**config.mk**
```make
export PLATFORM = sky130hd
export DESIGN_NAME = qpu_exu_tevq_issue
export DESIGN_NICKNAME = d
export VERILOG_FILES = /design/src/rtl/qpu_exu_tevq_issue_pkg.sv /design/src/rtl/qpu_sync_fifo.sv /design/src/rtl/qpu_exu_tevq_issue.sv
export SDC_FILE = /design/constraint.sdc
export NUM_CORES = 1
export LEC_CHECK = 0
export ABC_AREA = 0
export BUFFER_PORTS_ARGS = -buffer_cell sky130_fd_sc_hd__buf_2
export CAP_MARGIN = 20
export CORE_MARGIN = 3
export CORE_UTILIZATION = 45
export CTS_BUF_LIST = sky130_fd_sc_hd__clkbuf_8
export CTS_CLUSTER_SIZE = 8
export DETAILED_ROUTE_END_ITERATION = 10
export HOLD_SLACK_MARGIN = 0.06
export MAX_ROUTING_LAYER = met4
export PLACE_DENSITY_LB_ADDON = 0.12
export SLEW_MARGIN = 20
export SYNTH_ARGS = -nofsm -noshare
export SYNTH_HDL_FRONTEND = slang
export SYNTH_SLANG_ARGS = --single-unit
```
**constraint.sdc**
```tcl
create_clock -name clk -period 12.02 [get_ports clk]
set_input_delay 1.202 -clock clk [delete_from_list [all_inputs] [get_ports clk]]
set_output_delay 1.202 -clock clk [all_outputs]
set_load 0.1 [all_outputs]
```
**src/rtl/qpu_exu_tevq_issue_pkg.sv**
```systemverilog
// Shared widths, depth and state encodings for the EXU time/event issue queue.
// Values mirror the QPU global defines so the queue matches the rest of the QPU.
package qpu_exu_tevq_issue_pkg;

  localparam int QPU_TIME_WIDTH       = 32;
  localparam int QPU_EVENT_WIRE_WIDTH = 64;
  localparam int QPU_EVENT_NUM        = 8;
  localparam int QPU_TEVQ_DEPTH       = 8;

  localparam logic [0:0] QPU_TEVQ_IDLE = 1'b0;
  localparam logic [0:0] QPU_TEVQ_RUN  = 1'b1;

  // Pointer width carries one extra wrap bit to tell full from empty.
  function automatic int tevq_ptr_w(input int depth);
    return $clog2(depth) + 1;
  endfunction

endpackage

```
**src/rtl/qpu_sync_fifo.sv**
```systemverilog
// Generic single-clock FIFO with show-ahead head and wrap-bit pointers.
module qpu_sync_fifo
  import qpu_exu_tevq_issue_pkg::*;
#(
  parameter int WIDTH = 8,
  parameter int DEPTH = 8
) (
  input  logic             clk,
  input  logic             rst_n,
  input  logic             clr_i,
  input  logic             push_i,
  input  logic [WIDTH-1:0] din_i,
  input  logic             pop_i,
  output logic [WIDTH-1:0] dout_o,
  output logic             full_o,
  output logic             empty_o
);

  localparam int AW = $clog2(DEPTH);
  localparam int PW = tevq_ptr_w(DEPTH);

  logic [WIDTH-1:0] mem_q [DEPTH];
  logic [PW-1:0]    wr_ptr_q, wr_ptr_d;
  logic [PW-1:0]    rd_ptr_q, rd_ptr_d;
  logic             do_push, do_pop;

  assign empty_o = (wr_ptr_q == rd_ptr_q);
  assign full_o  = (wr_ptr_q[PW-1] != rd_ptr_q[PW-1]) &&
                   (wr_ptr_q[AW-1:0] == rd_ptr_q[AW-1:0]);
  assign do_push = push_i & ~full_o & ~clr_i;
  assign do_pop  = pop_i & ~empty_o & ~clr_i;
  assign dout_o  = mem_q[rd_ptr_q[AW-1:0]];

  always_comb begin
    wr_ptr_d = wr_ptr_q;
    rd_ptr_d = rd_ptr_q;
    if (clr_i) begin
      wr_ptr_d = '0;
      rd_ptr_d = '0;
    end else begin
      if (do_push) wr_ptr_d = wr_ptr_q + PW'(1);
      if (do_pop)  rd_ptr_d = rd_ptr_q + PW'(1);
    end
  end

  always_ff @(posedge clk or negedge rst_n) begin
    if (!rst_n) begin
      wr_ptr_q <= '0;
      rd_ptr_q <= '0;
    end else begin
      wr_ptr_q <= wr_ptr_d;
      rd_ptr_q <= rd_ptr_d;
    end
  end

  // Storage needs no reset: the pointers alone define which words are valid.
  always_ff @(posedge clk) begin
    if (do_push) mem_q[wr_ptr_q[AW-1:0]] <= din_i;
  end

endmodule

```
**src/rtl/qpu_exu_tevq_issue.sv**
```systemverilog
// Time/event queue consumer: buffers write-back entries, runs the QPU timeline and
// issues each event once the timeline reaches the entry's time point.
module qpu_exu_tevq_issue
  import qpu_exu_tevq_issue_pkg::*;
#(
  parameter int TIME_W    = QPU_TIME_WIDTH,
  parameter int EVENT_W   = QPU_EVENT_WIRE_WIDTH,
  parameter int EVENT_NUM = QPU_EVENT_NUM,
  parameter int DEPTH     = QPU_TEVQ_DEPTH
) (
  input  logic                 clk,
  input  logic                 rst_n,
  input  logic                 tiq_wbck_i_ena,
  output logic                 tiq_wbck_i_ready,
  input  logic [TIME_W-1:0]    tiq_wbck_i_data,
  input  logic                 evq_wbck_i_ena,
  output logic                 evq_wbck_i_ready,
  input  logic [EVENT_W-1:0]   evq_wbck_i_data,
  input  logic [EVENT_NUM-1:0] evq_wbck_i_oprand,
  input  logic                 start_i,
  input  logic                 flush_i,
  output logic                 event_o_valid,
  output logic [EVENT_W-1:0]   event_o_data,
  output logic [EVENT_NUM-1:0] event_o_oprand,
  output logic [TIME_W-1:0]    timer_o,
  output logic                 busy_o,
  output logic                 late_o,
  output logic                 pair_err_o,
  output logic                 timer_ovf_o
);

  localparam int ENTRY_W = TIME_W + EVENT_W + EVENT_NUM;

  logic [ENTRY_W-1:0]   head;
  logic [TIME_W-1:0]    head_time;
  logic [EVENT_W-1:0]   head_data;
  logic [EVENT_NUM-1:0] head_oprand;
  logic                 full, empty, push, pop;

  logic [0:0]           state_q, state_d;
  logic [TIME_W-1:0]    timer_q, timer_d;
  logic                 valid_q;
  logic [EVENT_W-1:0]   data_q;
  logic [EVENT_NUM-1:0] oprand_q;
  logic                 late_q, late_d;
  logic                 pair_q, pair_d;
  logic                 ovf_q, ovf_d;

  qpu_sync_fifo #(
    .WIDTH (ENTRY_W),
    .DEPTH (DEPTH)
  ) u_fifo (
    .clk     (clk),
    .rst_n   (rst_n),
    .clr_i   (flush_i),
    .push_i  (push),
    .din_i   ({tiq_wbck_i_data, evq_wbck_i_data, evq_wbck_i_oprand}),
    .pop_i   (pop),
    .dout_o  (head),
    .full_o  (full),
    .empty_o (empty)
  );

  assign {head_time, head_data, head_oprand} = head;

  assign push = tiq_wbck_i_ena & evq_wbck_i_ena & ~full & ~flush_i;
  // Late entries pop as soon as they reach the head, so <= covers on-time and late.
  assign pop  = (state_q == QPU_TEVQ_RUN) & ~empty & (head_time <= timer_q) & ~flush_i;

  assign tiq_wbck_i_ready = ~full;
  assign evq_wbck_i_ready = ~full;
  assign busy_o           = (state_q == QPU_TEVQ_RUN) | ~empty;
  assign timer_o          = timer_q;
  assign event_o_valid    = valid_q;
  assign event_o_data     = data_q;
  assign event_o_oprand   = oprand_q;
  assign late_o           = late_q;
  assign pair_err_o       = pair_q;
  assign timer_ovf_o      = ovf_q;

  always_comb begin
    state_d = state_q;
    timer_d = timer_q;
    ovf_d   = ovf_q;
    late_d  = late_q | (pop & (head_time < timer_q));
    pair_d  = pair_q | (tiq_wbck_i_ena ^ evq_wbck_i_ena);
    if (flush_i) begin
      state_d = QPU_TEVQ_IDLE;
      timer_d = '0;
      ovf_d   = 1'b0;
      late_d  = 1'b0;
      pair_d  = 1'b0;
    end else if (start_i) begin
      state_d = QPU_TEVQ_RUN;
      timer_d = '0;
    end else if (state_q == QPU_TEVQ_RUN) begin
      if (timer_q == {TIME_W{1'b1}}) ovf_d = 1'b1;
      else                           timer_d = timer_q + TIME_W'(1);
    end
  end

  always_ff @(posedge clk or negedge rst_n) begin
    if (!rst_n) begin
      state_q  <= QPU_TEVQ_IDLE;
      timer_q  <= '0;
      valid_q  <= 1'b0;
      data_q   <= '0;
      oprand_q <= '0;
      late_q   <= 1'b0;
      pair_q   <= 1'b0;
      ovf_q    <= 1'b0;
    end else begin
      state_q <= state_d;
      timer_q <= timer_d;
      valid_q <= pop;
      late_q  <= late_d;
      pair_q  <= pair_d;
      ovf_q   <= ovf_d;
      if (pop) begin
        data_q   <= head_data;
        oprand_q <= head_oprand;
      end
    end
  end

endmodule

```
==> results of run 1 <==
[worst max-delay path, stage by stage (launching register included)]
cell,delay [ns]
dfrtp_4,1.00
buf_12,0.80
mux4_2,0.42
mux2_2,0.29
ha_1,0.30
nand4_1,0.17
nor4_1,0.54
o21a_1,0.24
o41a_2,0.15
buf_4,0.78
nand3_1,0.21
nand3_1,0.16
[layer usage]
metal / global-route usage (%) / part of all wire [%] / up-vias / wire (um)
li1: - / - / 9198 / -
met4: 8.39 / 2.9 / 0 / 2750
met3: 5.38 / 6.5 / 190 / 6160
met1: 28.4 / 42 / 11200 / 40200
met2: 33.8 / 48 / 686 / 45900
met5: - / 0 / - / 0
[report_power, final]
part           switching [mW]  total, mW  internal (mW)
registers              0.0169       3.63           3.62
logic                   0.212      0.302         0.0902
clock network            1.28       2.63           1.35
[layout by cell type (no fill, tap or decap), drive strengths merged, types with 2 or more instances in the layout]
cell	instances
mux2	31
and3	3
and4	5
edfxtp	832
and3b	2
a31oi	3
clkinv	40
nand3	158
diode	23
o211ai	2
o21ai	11
nand2	19
buf	260
nor4	10
o21a	2
nand2b	2
o41ai	4
dfrtp	117
clkbuf	172
xnor2	26
xor2	6
ha	36
a21oi	21
a2111oi	4
mux2i	76
nor2b	8
mux4	208
inv	117
or3	9
nor3	12
a211oi	8
a32oi	75
nor3b	3
a22oi	73
or4	3
clkinvlp	3
nor2	118
nand4	14
or2	3
[how the worst min path moves through the flow]
stage	from	end	slack, ns	cells after the start
2_1_floorplan	u_fifo.wr_ptr_q[3]	u_fifo.wr_ptr_q[3]	0.51	1
3_3_place_gp	pair_err_o	pair_err_o	0.48	2
3_5_place_dp	late_o	late_o	0.52	2
4_1_cts	rst_n	timer_o[20]	0.37	1
5_1_grt	rst_n	timer_o[22]	0.40	1
6_report	rst_n	timer_o[22]	0.41	1
[layout make-up]
class / count / area [um^2]
inverters: 37 / 139
flip-flops and latches: 949 / 27900
repair buffers: 260 / 1500
well taps: 1134 / 1420
diodes: 23 / 57.6
clock inverters: 124 / 607
fillers: 6968 / 40300
multi-input cells: 962 / 10000
clock buffers: 172 / 2370
[through the flow]
stage | cells | cell area (um^2) | hold WS (ns)
after global placement | 3339 | 40900 | 0.483
after global routing | 3658 | 44000 | 0.404
after floorplan | 2085 | 38600 | 0.508
final | 3661 | 44100 | 0.407
after detailed placement | 3339 | 40900 | 0.515
after CTS | 3635 | 43900 | 0.374
[kinds of logic (layout without fill, tap and decap cells)]
group / after synthesis / count (layout) / share of synthesized area [%]
mux: 315 / 315 / 15.0
fa+ha+maj: 36 / 36 / 1.17
buf+inv: 174 / 593 / 1.86
other cells: 0 / 23 / 0
xor+xnor: 32 / 32 / 0.726
flops: 949 / 949 / 72.3
compound gates: 208 / 208 / 4.19
simple gates: 371 / 371 / 4.71
[registers in the layout, indices dropped and copies added, names as in the netlist, 4 cells and up]
name,cells
event_o_data,64
event_o_oprand,8
timer_o,32
u_fifo.mem_q,832
u_fifo.rd_ptr_q,4
u_fifo.wr_ptr_q,4
==> metrics.csv, run 1 <==
stage,metric,value,unit
run_status,status,"finished, final reports clean",
critical_path,worst_setup_path_start_kind,register,
logic_synthesis,async_reset_ff_share,12.3,%
critical_path,cp.required,12.73,ns
clock_network,htreeDepth,4,
placed_design,portBuffers,220,
logic_synthesis,synthFlopType,edfxtp_1,
critical_path,reg2regPathDepth,11,
timing,fmax,0.185,GHz
logic_synthesis,yosysMostFrequentCell,edfxtp_1,
timing,final.setup_skew,0.0461,ns
critical_path,timing.rr.end,event_o_data[55],
detailed_routing,wl_per_cell,26.0,um
clock_network,clkTransAtPathRegs,0.06,ns
floorplan,design.die.area,89300,um^2
run,maxCapViolCount,0,
global_routing,grt_usage,22.0,%
pwr,total_power,6.57,mW
critical_path,crit_type,reg -> reg,
floorplan,io_pins,221,
global_routing,overflow,0,
timing,finalCriticalPeriod,5.40,ns
critical_path,reg2reg_slack,6.62,ns
detailed_routing,antenna_left,0,
clock_network,cts_resized,0,
logic_synthesis,synthTopCellsByArea,"edfxtp_1 (65%), mux4_2 (12%), dfrtp_1 (7.6%), nand3_1 (2.0%), mux2i_1 (2.0%)",
timing,grt_setup_unrepaired,no,
critical_path,end_kind,register,
timing,finalSetupViolCount,0,
critical_path,cp_data_arrival_time,6.11,ns
final_layout,area_delta_synth_final,14.2,%
floorplan,die_w,299,um
clock_network,cts_hold_buf,0,
timing,tns,0,ns
logic_synthesis,synth_top_area_share,64.7,%
timing,layout_setup_ws,6.62,ns
critical_path,crit_path_end,event_o_data[55],
clock_network,cts_buffer_depth,3,
logic_synthesis,synth_edf_count,832,
logic_synthesis,syn_area,38600,um^2
global_routing,grt_first_pass_wirelength,142000,um
global_routing,antenna_found_initial,27,
clock_network,cts_buffers,158,
clock_network,cts_tree,done,
placed_design,hpwl,50200,um
logic_synthesis,ys_ff_latch,949,
hold_path,hp-class,in -> async,
floorplan,rows,106,
logic_synthesis,synthTopCellsByCount,"edfxtp_1 (832), mux4_2 (208), nand3_1 (157)",
timing,worst_pin_slew,1.11,ns
timing,fin_crit_sh,44.9,%
floorplan,core_area,84400,um^2
logic_synthesis,postSynthCellCount,2085,
logic_synthesis,synth_area_per_cell,18.5,um^2
floorplan,die_h,299,um
global_routing,first_global_vias,22100,
placed_design,gp_congestion,0.783,
clock_network,cts_sinks,949,
global_routing,grt_max_degree,162,
clock_network,root_buffer,clkbuf_8,
pwr,powerDensity,149,nW/um^2
placed_design,pre_cts_slack,6.16,ns
detailed_routing,vias_per_cell,5.80,
logic_synthesis,ys_warn_count,0,
final_layout,nNetsFinal,2514,
detailed_routing,drt-pass1-iter-count,5,
detailed_routing,drtIter0Drc,1561,
critical_path,crit_start,u_fifo.rd_ptr_q[1],
logic_synthesis,ys_seq_area_share,72.3,%
detailed_routing,vias,21200,
detailed_routing,post-route-drc-count,0,
final_layout,layout-drive-gt1-share,28.8,%
clock_network,worstSkewPairLatency,0.80,ns
final_layout,final_core_util,52.2,%
logic_synthesis,synthDistinctLibCells,53,
timing,hold_viol_final,0,
floorplan,initial_core_util,45.8,%
pwr,p_leak,14.1,nW
critical_path,r2r-start,u_fifo.rd_ptr_q[1],
critical_path,cp_max_fo,161,
clock_network,postCtsSetupBuffers,0,
pwr,power.ir.vdd_worst,0.0938,mV
logic_synthesis,synth_area_leader_cell,edfxtp_1,
timing,slew-limit-headroom,26.2,%
detailed_routing,routed_wl,95000,um
logic_synthesis,synth_nets,2231,
timing,finalMaxSlewViolations,0,
Note: power is estimated with default switching activity, not from simulation.
==> run 2: changes to the inputs <==
==> constraint.sdc (replaced) <==
create_clock -name clk -period 4.5 [get_ports clk]
set_input_delay 0.45 -clock clk [delete_from_list [all_inputs] [get_ports clk]]
set_output_delay 0.45 -clock clk [all_outputs]
set_load 0.1 [all_outputs]
==> run 2 against run 1 <==
  * Routed wire length down 0.61%
  * Setup slack got worse by 6.3 ns
  * Final area grew 3.0%
  * Clock power increased to 2.6 times the previous value
  * Count of clock-buffer cells in the layout fell by 3
  * Combinational power grew to 3.0 times the previous value
  * First-iteration DRC count rose by 22%
  * Die area is the same
  * Clock skew down 0.018 ns
  * Via count up 1.1%
  * Maximum frequency is 30% higher
  * Register-to-register slack worse by 6.3 ns
  * Critical path type unchanged
==> metrics.csv, run 2 (synthesis gave the netlist of run 1 again) <==
stage,metric,value,unit,change
run_status,status,"finished, final reports clean",,
clock_network,root_buffer,clkbuf_8,,
floorplan,io_pins,221,,unchanged
timing,finalMaxSlewViolations,0,,unchanged
timing,whs,0.137,ns,-0.270 ns
timing,tns,0,ns,unchanged
detailed_routing,drtIter0Drc,1903,,+22%
timing,finalSetupViolCount,0,,unchanged
clock_network,cts_buffer_depth,3,,unchanged
floorplan,die_h,299,um,unchanged
final_layout,layout_common_cells,"edfxtp_1 (832), buf_2 (218), mux4_2 (208)",,
timing,hold_viol_final,0,,unchanged
final_layout,largest_reg_flops,832,,unchanged
floorplan,initial_core_util,45.8,%,unchanged
clock_network,cts_sinks,949,,unchanged
critical_path,cp_max_fo,56,,-65%
placed_design,postPlaceCellArea,41400,um^2,+1.2%
final_layout,final_area,45400,um^2,+3.0%
run,maxCapViolCount,0,,unchanged
floorplan,rows,106,,unchanged
global_routing,grt_first_pass_wirelength,144000,um,+1.3%
floorplan,die_w,299,um,unchanged
timing,fmax,0.241,GHz,+30%
final_layout,area_delta_synth_final,17.6,%,
detailed_routing,vias,21500,,+1.1%
detailed_routing,wl_per_cell,25.1,um,-3.2%
clock_network,cts_buffers,157,,-0.63%
pwr,power.ir.vdd_worst,0.238,mV,+150%
critical_path,cp.required,5.16,ns,-7.57 ns
clock_network,postCtsSetupBuffers,0,,unchanged
global_routing,grt_usage,22.0,%,+0.057 points
hold_path,hp-class,in -> reg,,
global_routing,overflow,0,,unchanged
pwr,powerDensity,384,nW/um^2,+160%
detailed_routing,vias_per_cell,5.71,,-1.6%
detailed_routing,post-route-drc-count,0,,unchanged
global_routing,first_global_vias,22600,,+2.1%
critical_path,cp_data_arrival_time,4.82,ns,-1.29 ns
clock_network,htreeDepth,4,,unchanged
placed_design,gp_congestion,0.783,,about the same
timing,slew-limit-headroom,25.8,%,-0.40 points
floorplan,core_area,84400,um^2,unchanged
timing,grt_setup_unrepaired,no,,
final_layout,nNetsFinal,2638,,+4.9%
placed_design,hpwl,52200,um,+4.0%
clock_network,worstSkewPairLatency,0.80,ns,about the same
detailed_routing,routed_wl,94400,um,-0.61%
pwr,p_leak,14.6,nW,+3.8%
clock_network,cts_tree,done,,
placed_design,pre_cts_slack,0.320,ns,-5.84 ns
final_layout,fill_cells,6850,,-1.7%
clock_network,clkTransAtPathRegs,0.06,ns,about the same
global_routing,grt_max_degree,90,,-44%
timing,fin_crit_sh,92.4,%,+47 points
critical_path,end_kind,register,,
timing,finalCriticalPeriod,4.16,ns,-1.24 ns
global_routing,antenna_found_initial,10,,-63%
detailed_routing,antenna_left,0,,unchanged
timing,final.setup_skew,0.0282,ns,-0.0179 ns
floorplan,design.die.area,89300,um^2,unchanged
timing,worst_pin_slew,1.11,ns,+0.00602 ns
final_layout,layout-drive-gt1-share,28.0,%,-0.77 points
detailed_routing,drt-pass1-iter-count,6,,+1
critical_path,worst_setup_path_start_kind,register,,
placed_design,portBuffers,220,,unchanged
final_layout,final_common_cell,edfxtp_1,,
final_layout,fin_cells,3760,,+2.7%
placed_design,place_inst,3359,,+0.60%
timing,layout_setup_ws,0.343,ns,-6.28 ns
critical_path,crit_type,reg -> reg,,
==> run 2: area by class of cell <==
cell class              count  area, um^2  share of cell area (%)
inverters                  37         139                   0.306
multi-input cells         962       10100                    22.3
well taps                1134        1420                    3.13
flip-flops and latches    949       27900                    61.5
diodes                     10        25.0                  0.0552
clock inverters           114         514                    1.13
clock buffers             169        2330                    5.13
repair buffers            385        2900                    6.39
==> run 2: critical path, cell delays in order, from the launching register on <==
cell and delay (ns):
dfrtp_4 0.67, buf_12 0.26, buf_4 0.41, mux4_2 0.54, mux2_2 0.30, ha_1 0.30
o211ai_1 0.09, a211oi_1 0.44, o41ai_4 0.13, buf_12 0.18, buf_12 0.18, a32oi_1 0.29
nand3_1 0.10
==> run 2: where the power goes <==
| part | leakage (nW) | switching (mW) | internal (mW) |
|---|---|---|---|
| registers | 8.76 | 0.0464 | 9.66 |
| logic | 4.15 | 0.588 | 0.310 |
| clock network | 1.73 | 3.32 | 3.51 |
| total | 14.6 | 3.96 | 13.5 |
==> run 2: repair_timing <==
| item | in CTS | in global routing |
|---|---|---|
| hold buffers | 108 | 0 |
| resized for setup | 0 | 0 |
| setup endpoints to repair | 0 | 0 |
| hold endpoints to repair | 917 | 0 |
==> run 2: worst paths after layout <==
path                            depth (start not counted)           endpoint          startpoint  slack, ns
worst max-delay path                                   12   event_o_data[19]  u_fifo.rd_ptr_q[0]       0.34
worst min-delay path                                    2        timer_ovf_o             flush_i       0.14
worst max register to register                         12   event_o_data[19]  u_fifo.rd_ptr_q[0]       0.34
worst min register to register                          2         pair_err_o          pair_err_o       0.49
max in group asynchronous                               3  event_o_oprand[7]               rst_n       3.02
min in group asynchronous                               2   event_o_data[52]               rst_n       0.31
==> run 2: metal layers <==
layer  share of wire [%]  track usage (%)
met2                  49             34.6
met4                 2.1             6.44
met5                   0                -
met3                 5.8             4.52
met1                  43             29.3
==> run 2: metrics by stage <==
stage	total power [mW]	util (%)
2_1_floorplan	10.4	-
3_3_place_gp	10.7	49.1
3_5_place_dp	10.7	49.1
4_1_cts	17.7	53.8
5_1_grt	18.2	53.8
6_report	17.4	53.8
==> run 3: changes to the inputs <==
--- a/config.mk
+++ b/config.mk
@@ -16,6 +16,7 @@
 export HOLD_SLACK_MARGIN = 0.06
 export MAX_ROUTING_LAYER = met4
 export PLACE_DENSITY_LB_ADDON = 0.12
+export REMOVE_ABC_BUFFERS = 1
 export SLEW_MARGIN = 20
 export SYNTH_ARGS = -nofsm -noshare
 export SYNTH_HDL_FRONTEND = slang
==> run 3 against run 2 <==
  * Utilization increased by 0.050 points
  * Critical path type unchanged
  * Critical path depth decreased by 1
  * Global-route usage increased by 0.084 points
  * Final cell count increased by 0.19%
  * Sequential share of layout area decreased by 0.058 points
==> metrics.csv, run 3 (synthesis gave the netlist of run 1 again) <==
stage,metric,value,unit,change
run_status,status,"finished, final reports clean",,
clock_network,htreeDepth,4,,unchanged
timing,finalCriticalPeriod,4.05,ns,-0.110 ns
global_routing,overflow,0,,unchanged
run,maxCapViolCount,0,,unchanged
global_routing,grt_max_degree,90,,unchanged
timing,hold_viol_final,0,,unchanged
timing,tns,0,ns,unchanged
pwr,total_power,17.6,mW,+0.87%
floorplan,die_w,299,um,unchanged
floorplan,io_pins,221,,unchanged
placed_design,place_inst,3352,,-0.21%
global_routing,grt_usage,22.1,%,+0.084 points
critical_path,reg2reg_slack,0.45,ns,+0.11 ns
timing,finalMaxSlewViolations,0,,unchanged
global_routing,grt_use_met1,28.9,%,-0.33 points
pwr,p_leak,14.6,nW,-0.17%
timing,worst_pin_slew,1.14,ns,+0.0272 ns
critical_path,end_kind,register,,
clock_network,clkTransAtPathRegs,0.06,ns,about the same
detailed_routing,wl_per_cell,25.3,um,+0.87%
final_layout,fin_cells,3767,,+0.19%
detailed_routing,vias_per_cell,5.76,,+0.90%
critical_path,crit_path_frequent_cell,buf_4,,
critical_path,crit_path_end,u_fifo.rd_ptr_q[0],,
global_routing,use_met3,5.21,%,+0.69 points
floorplan,core_area,84400,um^2,unchanged
clock_network,cts_buffers,159,,+1.3%
clock_network,cts_buffer_depth,3,,unchanged
global_routing,met2_usage,34.4,%,-0.20 points
final_layout,final_common_cell,edfxtp_1,,
final_layout,layout_common_cells,"edfxtp_1 (832), buf_2 (218), mux4_2 (208)",,
floorplan,rows,106,,unchanged
timing,final.setup_skew,0.0370,ns,+0.00878 ns
clock_network,cts_hold_buf,110,,+1.9%
final_layout,fill_cells,6708,,-2.1%
detailed_routing,antenna_left,0,,unchanged
clock_network,postCtsSetupBuffers,0,,unchanged
timing,fmax,0.247,GHz,+2.7%
detailed_routing,post-route-drc-count,0,,unchanged
critical_path,slowest_delay,0.54,ns,-0.13 ns
detailed_routing,vias,21700,,+1.1%
final_layout,nNetsFinal,2635,,-0.11%
global_routing,first_global_vias,22900,,+1.2%
placed_design,gp_congestion,0.806,,+2.9%
global_routing,antenna_found_initial,9,,-1
critical_path,crit_start,u_fifo.rd_ptr_q[0],,
critical_path,cp.required,5.15,ns,about the same
pwr,powerDensity,387,nW/um^2,+0.78%
timing,whs,0.368,ns,+0.231 ns
final_layout,final_core_util,53.8,%,about the same
floorplan,design.die.area,89300,um^2,unchanged
clock_network,cts_tree,done,,
critical_path,crit_type,reg -> reg,,
final_layout,area_delta_synth_final,17.7,%,about the same
critical_path,crit_path_cell_trace,buf_4 > mux4_2 > mux2_2 > ha_1 > nand4_1 > a211oi_1 > or3_1 > o41ai_4 > buf_4 > a32oi_1 > o311ai_0,,
global_routing,grt_first_pass_wirelength,144000,um,about the same
placed_design,portBuffers,220,,unchanged
timing,finalSetupViolCount,0,,unchanged
critical_path,timing.rr.end,u_fifo.rd_ptr_q[0],,
critical_path,slowest_stage,mux4_2,,
placed_design,hpwl,51000,um,-2.3%
critical_path,reg2regPathDepth,11,,-1
clock_network,cts_resized,0,,unchanged
critical_path,cp_data_arrival_time,4.69,ns,-0.13 ns
clock_network,worstSkewPairLatency,0.79,ns,about the same
timing,fin_crit_sh,89.9,%,-2.4 points
timing,slew-limit-headroom,24.0,%,-1.8 points
clock_network,cts_sinks,949,,unchanged
final_layout,layout-drive-gt1-share,27.9,%,-0.085 points
critical_path,r2r-start,u_fifo.rd_ptr_q[0],,
hold_path,hp-class,in -> async,,
clock_network,root_buffer,clkbuf_8,,
critical_path,worst_setup_path_start_kind,register,,
detailed_routing,drt-pass1-iter-count,5,,-1
floorplan,initial_core_util,45.8,%,unchanged
final_layout,largest_reg_flops,832,,unchanged
global_routing,global_route.peak_usage_layer,met2,,
floorplan,die_h,299,um,unchanged
timing,grt_setup_unrepaired,no,,
pwr,power.ir.vdd_worst,0.237,mV,-0.57%
detailed_routing,routed_wl,95400,um,+1.1%
critical_path,cp_max_fo,33,,-41%
detailed_routing,drtIter0Drc,1814,,-4.7%
[run 3: changes by cell type in the layout (fill, tap and decap cells not counted), sizes merged]
cell         previous run  this run
buf                   277       270
diode                  10         9
clkinv                 25        55
clkinvlp                2         5
inv                   123       103
dlygate4sd3           108       110
[run 3: metrics by stage]
step | setup WS [ns] | instance area, um^2
after floorplan | -14.36 | 38000
after global placement | 0.195 | 41300
after detailed placement | 0.427 | 41300
after CTS | 0.401 | 45400
after global routing | 0.204 | 45400
final | 0.453 | 45400
[run 3: area by class of cell]
class	instances	area, um^2	share of cell area, %
sequential	949	27900	61.5
multi-input combinational	962	10000	22.1
timing repair buffer	380	2920	6.44
clock buffer	169	2330	5.12
tap	1134	1420	3.12
clock inverter	127	621	1.37
inverter	37	139	0.306
antenna	9	22.5	0.0496
[run 3: per-layer routing]
| layer | vias to the layer above | part of all wire (%) |
|---|---|---|
| met5 | - | 0 |
| li1 | 9422 | - |
| met1 | 11300 | 42 |
| met4 | 0 | 2.2 |
| met2 | 778 | 49 |
| met3 | 176 | 7.0 |
[run 3: worst min-delay path by stage]
stage                         from                 end  cells past startpoint
finish                       rst_n    event_o_data[50]                      2
global route                 rst_n    event_o_data[28]                      2
CTS                 tiq_wbck_i_ena  u_fifo.wr_ptr_q[2]                      5
detailed placement      pair_err_o          pair_err_o                      2
global placement        pair_err_o          pair_err_o                      2
floorplan                    rst_n     event_o_data[0]                      0
[run 3: worst max-delay path, delay by kind of cell, from the launching register on]
family	cells	cell delay, ns
DFF	1	0.47
adders and majority gates	1	0.30
AOI/OAI and AO/OA	4	0.82
muxes	2	0.84
and+or+nand+nor	2	0.66
buffers and inverters	2	0.81
[run 3: report_power, final]
| part | switching, mW | leakage (nW) | internal, mW |
|---|---|---|---|
| combinational | 0.591 | 4.15 | 0.312 |
| sequential | 0.0408 | 8.76 | 9.66 |
| clock | 3.43 | 1.72 | 3.56 |
| total | 4.07 | 14.6 | 13.5 |
